## config.mk

```make
export PLATFORM = sky130hd
export DESIGN_NAME = reg_file_2r1w_flat
export DESIGN_NICKNAME = d
export VERILOG_FILES = /design/src/rtl/reg_file_if.sv /design/src/rtl/reg_file_2r1w.sv /design/src/flat_wrapper.sv
export SDC_FILE = /design/constraint.sdc
export NUM_CORES = 2
export LEC_CHECK = 0
export ABC_AREA = 1
export CELL_PAD_IN_SITES_DETAIL_PLACEMENT = 1
export CELL_PAD_IN_SITES_GLOBAL_PLACEMENT = 1
export CORE_MARGIN = 3
export CORE_UTILIZATION = 34
export DETAILED_ROUTE_END_ITERATION = 12
export PLACE_DENSITY_LB_ADDON = 0.1
export SLEW_MARGIN = 0
export SYNTH_ARGS = -nofsm -noshare
export SYNTH_HDL_FRONTEND = slang
export SYNTH_SLANG_ARGS = --single-unit
```

## constraint.sdc

```tcl
create_clock -name clk -period 2.2 [get_ports clk]
set_input_delay 0.22 -clock clk [delete_from_list [all_inputs] [get_ports clk]]
set_output_delay 0.22 -clock clk [all_outputs]
set_load 0.05 [all_outputs]
```

## src/rtl/reg_file_if.sv

```systemverilog
// Read/write/overflow-status bundle between the register file and its datapath neighbours.
interface reg_file_if #(parameter int DATA_W = 32, parameter int AW = 5);
  logic [AW-1:0]     rd_addr_1;
  logic [AW-1:0]     rd_addr_2;
  logic [DATA_W-1:0] rd_data_1;
  logic [DATA_W-1:0] rd_data_2;
  logic              wr_en;
  logic [AW-1:0]     wr_addr;
  logic [DATA_W-1:0] wr_data;
  logic              wr_ovf_chk;
  logic              wr_ovf;
  logic              ovf_flag;
  logic [AW-1:0]     ovf_addr;
  logic              ovf_clr;

  modport master (
    output rd_addr_1, rd_addr_2, wr_en, wr_addr, wr_data, wr_ovf_chk, wr_ovf, ovf_clr,
    input  rd_data_1, rd_data_2, ovf_flag, ovf_addr
  );

  modport slave (
    input  rd_addr_1, rd_addr_2, wr_en, wr_addr, wr_data, wr_ovf_chk, wr_ovf, ovf_clr,
    output rd_data_1, rd_data_2, ovf_flag, ovf_addr
  );
endinterface

```

## src/rtl/reg_file_2r1w.sv

```systemverilog
// 2-read/1-write 32x32 MIPS register file with r0 hardwired to zero, write-through
// bypass, and a sticky overflow status that blocks writeback of overflowed results.

module reg_file_rd_lane #(
  parameter int DATA_W = 32,
  parameter int AW     = 5
) (
  input  logic [AW-1:0]     addr,
  input  logic [DATA_W-1:0] stored,
  input  logic              wr_eff,
  input  logic [AW-1:0]     wr_addr,
  input  logic [DATA_W-1:0] wr_data,
  output logic [DATA_W-1:0] data
);
  always_comb begin
    data = stored;
    if (addr == '0)                      data = '0;
    else if (wr_eff && wr_addr == addr)  data = wr_data;
  end
endmodule

module reg_file_2r1w #(
  parameter int REG_COUNT = 32,
  parameter int DATA_W    = 32
) (
  input  logic      clk,
  input  logic      rst_n,
  reg_file_if.slave bus
);
  localparam int AW     = $clog2(REG_COUNT);
  localparam int NUM_RD = 2;

  logic [DATA_W-1:0] regs [REG_COUNT];

  logic              wr_blk;
  logic              wr_eff;
  logic              ovf_flag_q;
  logic [AW-1:0]     ovf_addr_q;

  logic [NUM_RD-1:0][AW-1:0]     rd_addr;
  logic [NUM_RD-1:0][DATA_W-1:0] rd_stored;
  logic [NUM_RD-1:0][DATA_W-1:0] rd_data;

  assign wr_blk = bus.wr_en & bus.wr_ovf_chk & bus.wr_ovf;
  assign wr_eff = bus.wr_en & (bus.wr_addr != '0) & ~(bus.wr_ovf_chk & bus.wr_ovf);

  // Entry 0 is only ever reset, so it stays zero; lanes also force r0 reads to zero.
  always_ff @(posedge clk or negedge rst_n) begin
    if (!rst_n) begin
      for (int i = 0; i < REG_COUNT; i++) regs[i] <= '0;
    end else if (wr_eff) begin
      regs[bus.wr_addr] <= bus.wr_data;
    end
  end

  // A clear coinciding with a blocked write re-arms on the new fault.
  always_ff @(posedge clk or negedge rst_n) begin
    if (!rst_n) begin
      ovf_flag_q <= 1'b0;
      ovf_addr_q <= '0;
    end else if (wr_blk && (!ovf_flag_q || bus.ovf_clr)) begin
      ovf_flag_q <= 1'b1;
      ovf_addr_q <= bus.wr_addr;
    end else if (bus.ovf_clr) begin
      ovf_flag_q <= 1'b0;
      ovf_addr_q <= '0;
    end
  end

  assign rd_addr       = {bus.rd_addr_2, bus.rd_addr_1};
  assign bus.rd_data_1 = rd_data[0];
  assign bus.rd_data_2 = rd_data[1];
  assign bus.ovf_flag  = ovf_flag_q;
  assign bus.ovf_addr  = ovf_addr_q;

  for (genvar i = 0; i < NUM_RD; i++) begin : g_rd
    assign rd_stored[i] = regs[rd_addr[i]];
    reg_file_rd_lane #(.DATA_W(DATA_W), .AW(AW)) u_lane (
      .addr    (rd_addr[i]),
      .stored  (rd_stored[i]),
      .wr_eff  (wr_eff),
      .wr_addr (bus.wr_addr),
      .wr_data (bus.wr_data),
      .data    (rd_data[i])
    );
  end
endmodule

```

## src/flat_wrapper.sv

```systemverilog
// flat-port wrapper written by rule: the top's interface ports become plain ports
module reg_file_2r1w_flat 
#(
  parameter int REG_COUNT = 32,
  parameter int DATA_W    = 32
)
  (clk, rst_n, bus_rd_addr_1, bus_rd_addr_2, bus_wr_en, bus_wr_addr, bus_wr_data, bus_wr_ovf_chk, bus_wr_ovf, bus_ovf_clr, bus_rd_data_1, bus_rd_data_2, bus_ovf_flag, bus_ovf_addr);
  reg_file_if #(.DATA_W(DATA_W), .AW(5)) bus_i ();
  input  logic clk;
  input  logic rst_n;
  input wire logic [$bits(bus_i.rd_addr_1)-1:0] bus_rd_addr_1;
  input wire logic [$bits(bus_i.rd_addr_2)-1:0] bus_rd_addr_2;
  input wire logic [$bits(bus_i.wr_en)-1:0] bus_wr_en;
  input wire logic [$bits(bus_i.wr_addr)-1:0] bus_wr_addr;
  input wire logic [$bits(bus_i.wr_data)-1:0] bus_wr_data;
  input wire logic [$bits(bus_i.wr_ovf_chk)-1:0] bus_wr_ovf_chk;
  input wire logic [$bits(bus_i.wr_ovf)-1:0] bus_wr_ovf;
  input wire logic [$bits(bus_i.ovf_clr)-1:0] bus_ovf_clr;
  output wire logic [$bits(bus_i.rd_data_1)-1:0] bus_rd_data_1;
  output wire logic [$bits(bus_i.rd_data_2)-1:0] bus_rd_data_2;
  output wire logic [$bits(bus_i.ovf_flag)-1:0] bus_ovf_flag;
  output wire logic [$bits(bus_i.ovf_addr)-1:0] bus_ovf_addr;
  assign bus_i.rd_addr_1 = bus_rd_addr_1;
  assign bus_i.rd_addr_2 = bus_rd_addr_2;
  assign bus_i.wr_en = bus_wr_en;
  assign bus_i.wr_addr = bus_wr_addr;
  assign bus_i.wr_data = bus_wr_data;
  assign bus_i.wr_ovf_chk = bus_wr_ovf_chk;
  assign bus_i.wr_ovf = bus_wr_ovf;
  assign bus_i.ovf_clr = bus_ovf_clr;
  assign bus_rd_data_1 = bus_i.rd_data_1;
  assign bus_rd_data_2 = bus_i.rd_data_2;
  assign bus_ovf_flag = bus_i.ovf_flag;
  assign bus_ovf_addr = bus_i.ovf_addr;
  reg_file_2r1w #(.REG_COUNT(REG_COUNT), .DATA_W(DATA_W)) u_core (.clk(clk), .rst_n(rst_n), .bus(bus_i));
endmodule
```

==> reports/summary.txt <==
crit path DAT: 2260 ps
per-cell via count in the routed design: 5.50
maximum achievable frequency: 403 MHz
sequential element share of the synthesized area: 43.1%
final period utilization: 113%
xor and xnor area share after synthesis: 0.0880%
Seq. cell area: 25800 um^2
die area: 181000 um^2
antenna violations before repair: 4
leakage power figure: 37.7 nW
result of the run: finished with violations
Max Cap Violations: 0
number of iterations in the first detailed-routing pass: 5
clock slew seen by the registers of the worst setup and hold paths: 60 ps
Die Y-Extent: 425 um
primary flip-flop cell chosen by synthesis mapping: dfrtp_1
vias in the first global route: 64.3k
hold violation total from the final report: 0
post-route cell area: 78200 um^2
Tot Pwr: 0.0620 W
remaining routing DRC violations: 0
Synth Area per Inst: 6.77 um^2
post-synthesis async set-or-reset flop share: 100%
Net count, final: 9114
maximum clock skew at final layout: 6.26 ps
failing checks: negative setup slack
Slew Limit Fails: 0
multiplexer share of the synthesized area: 0%
final total negative setup slack: -11280 ps
Inserted Clock Buffers: 134
largest net degree at the start of global routing: 68
largest voltage drop on the vdd net: 0.517 mV
clock period minus worst slack: 2480 ps
Placed Area: 69100 um^2
power per standard cell area: 793 nW/um^2
YS warnings: 0
cell taking the most area after synthesis: dfrtp_1
H-tree level count: 4
vias post-DR: 63.2k
Layout Area Growth over Synthesis: 30.9%
synthesized netlist cell count: 8825
worst setup path class: reg -> out
FILL cells: 21.2k
width of the chip: 425 um
total nets after synthesis: 8878
Tot GR Track Use: 32.4%
global-route wire length before repair: 438000 um
ANT nets after route: 0
root buffer cell: clkbuf_16
Critical Path End Type: output port
sinks on the clock net: 1030
clock latency at the later pin of the worst-skew pair: 790 ps
number of flip-flops and latches in the synthesized netlist: 1030
area share of the largest cell type after synthesis: 43.1%
Post-synth EDFFs: 0
least setup slack across all paths after layout: -279 ps
Detailed Place HPWL: 196000 um
cell types with the highest counts after synthesis: 2750 x nand2_1, 1373 x o21ai_0, 1142 x nand3_1
RSZ-0062 raised after global routing: yes
DR WL/cell: 26.0 um
transition time of the tightest slew-check pin: 962 ps
grt ovf: 0
worst endpoint required time: 1980 ps
number of input and output port buffers inserted: 122
Post-Route WL: 299000 um
area of the mapped netlist: 59700 um^2
fraction of layout cells with a size suffix above 1: 22.7%
adder and majority gate portion of the synthesized area: 0%
total I/O pin count: 123
number of violations reported at the end of detailed-routing iteration 0: 5009
synth top area cells: dfrtp_1 43%, nand2_1 17%, o21ai_0 12%
TritonCTS clock tree: yes
multi-input gate area in the final layout: 31500 um^2
Netlist cell types: 26
Setup WS pre-CTS: -398 ps
Min-Delay Path Class: in -> async
initial standard-cell utilization of the core: 34.3%
final weighted congestion in routability-driven placement: 0.865
Setup-failing EPs final: 64
kind of launch point of the worst setup path: flip-flop
most frequent cell after synthesis: nand2_1
Relative slew margins: 35.6%
Synth Area in Simple Gates: 29.7%
compound-gate portion of the synthesized area: 16.0%
Core Box Area: 174000 um^2
combinational family with the most area after synthesis: simple AND/OR/NAND/NOR gates
top fanout value on the critical path: 3
largest buffer count on any clock path: 3
cell row count: 153
-- power by group --
| group | switching [W] | internal (W) |
|---|---|---|
| Sequential | 0.00215 | 0.0220 |
| Combinational | 0.00959 | 0.00598 |
| Clock | 0.00911 | 0.0131 |
-- per-layer routing --
layer  part of all wire (%)  up-vias  global-route usage, %
li1                       -    28751                      -
met1                     43    32154                   42.4
met2                     47     1683                   53.7
met3                    5.0      582                   3.99
met4                    5.1        2                   14.2
met5                 0.0040        -                      0
-- cells by family (layout without fill, tap and decap cells) --
kind of cell	count (synthesis)	count (layout)
AOI/OAI and AO/OA	1893	1893
xor gates and xnor gates	6	6
buffers and inverters	1644	1972
DFF	1030	1030
other	0	1
and+or+nand+nor	4252	4252
-- stage by stage --
stage / hold WS [ps] / instances / util [%]
2_1_floorplan: -75.6 / 8825 / -
3_3_place_gp: 126 / 11136 / 39.7
3_5_place_dp: 125 / 11136 / 39.7
4_1_cts: 76.6 / 11400 / 43.6
5_1_grt: 101 / 11478 / 44.9
6_report: 100 / 11479 / 44.9
-- what timing repair did --
action,in CTS,in global routing
buffers inserted,52,80
hold buffers,3,0
resized for setup,765,597
endpoints found under the setup margin,70,64
gates cloned,3,0
hold endpoints to repair,935,0
pin swaps,371,457
-- final timing paths --
path	cells past startpoint	end	slack, ps	startpoint
max	10	bus_rd_data_1[11]	-280	u_core.regs[235]
min	3	u_core.regs[790]	100	rst_n
max reg2reg	4	u_core.bus.ovf_addr[0]	910	u_core.bus.ovf_flag
min reg2reg	0	u_core.regs[1012]	380	u_core.regs[1012]
max in group asynchronous	3	u_core.regs[533]	730	rst_n
min in group clk	4	u_core.bus.ovf_addr[3]	140	bus_wr_addr[3]
-- cell usage in the layout (no fill, tap or decap), types with 7 or more instances in the layout --
| master | instances |
|---|---|
| clkbuf_16 | 138 |
| nand4_1 | 7 |
| nor2_2 | 56 |
| inv_6 | 7 |
| nand3_2 | 266 |
| dlygate4sd2_1 | 10 |
| dfrtp_1 | 1030 |
| nand2_4 | 80 |
| nand2_1 | 2481 |
| or2_4 | 34 |
| nand3_4 | 36 |
| buf_12 | 283 |
| o21ai_2 | 12 |
| nor2_4 | 23 |
| buf_6 | 23 |
| clkdlybuf4s50_1 | 36 |
| inv_1 | 694 |
| buf_4 | 506 |
| a21oi_1 | 275 |
| clkinv_2 | 10 |
| o21ai_0 | 1193 |
| nand2_2 | 196 |
| nand4_4 | 14 |
| o21ai_1 | 228 |
| nor2_1 | 199 |
| a21oi_4 | 15 |
| o211ai_1 | 32 |
| nor3_2 | 7 |
| nand3_1 | 847 |
| inv_2 | 168 |
| clkbuf_1 | 36 |
| a21oi_2 | 137 |
| clkbuf_8 | 28 |
-- critical path: stages (launching register included) --
cell and delay, ps:
dfrtp_1 420, or2_4 250, nand3_2 60, nand2_1 50, nand2_1 70, nand3_2 130, nand2_4 150, nand3_4 90
nand2_2 70, inv_2 40, buf_12 140
-- final cells by class --
type                            count  share of cell area, %
Antenna cell                        1                0.00320
Clock buffer                      202                   5.08
Clock inverter                     26                  0.435
Inverter                          872                   4.24
Multi-Input combinational cell   6151                   40.2
Sequential cell                  1030                   33.0
Tap cell                         2325                   3.72
Timing Repair Buffer              872                   13.3
-- flip-flops by register name, summed over array words and instances, names as in the netlist --
| signal | cells |
|---|---|
| u_core.regs | 1024 |
| u_core.bus.ovf_addr | 5 |
| u_core.bus.ovf_flag | 1 |
(Power assumes the default switching activity.)
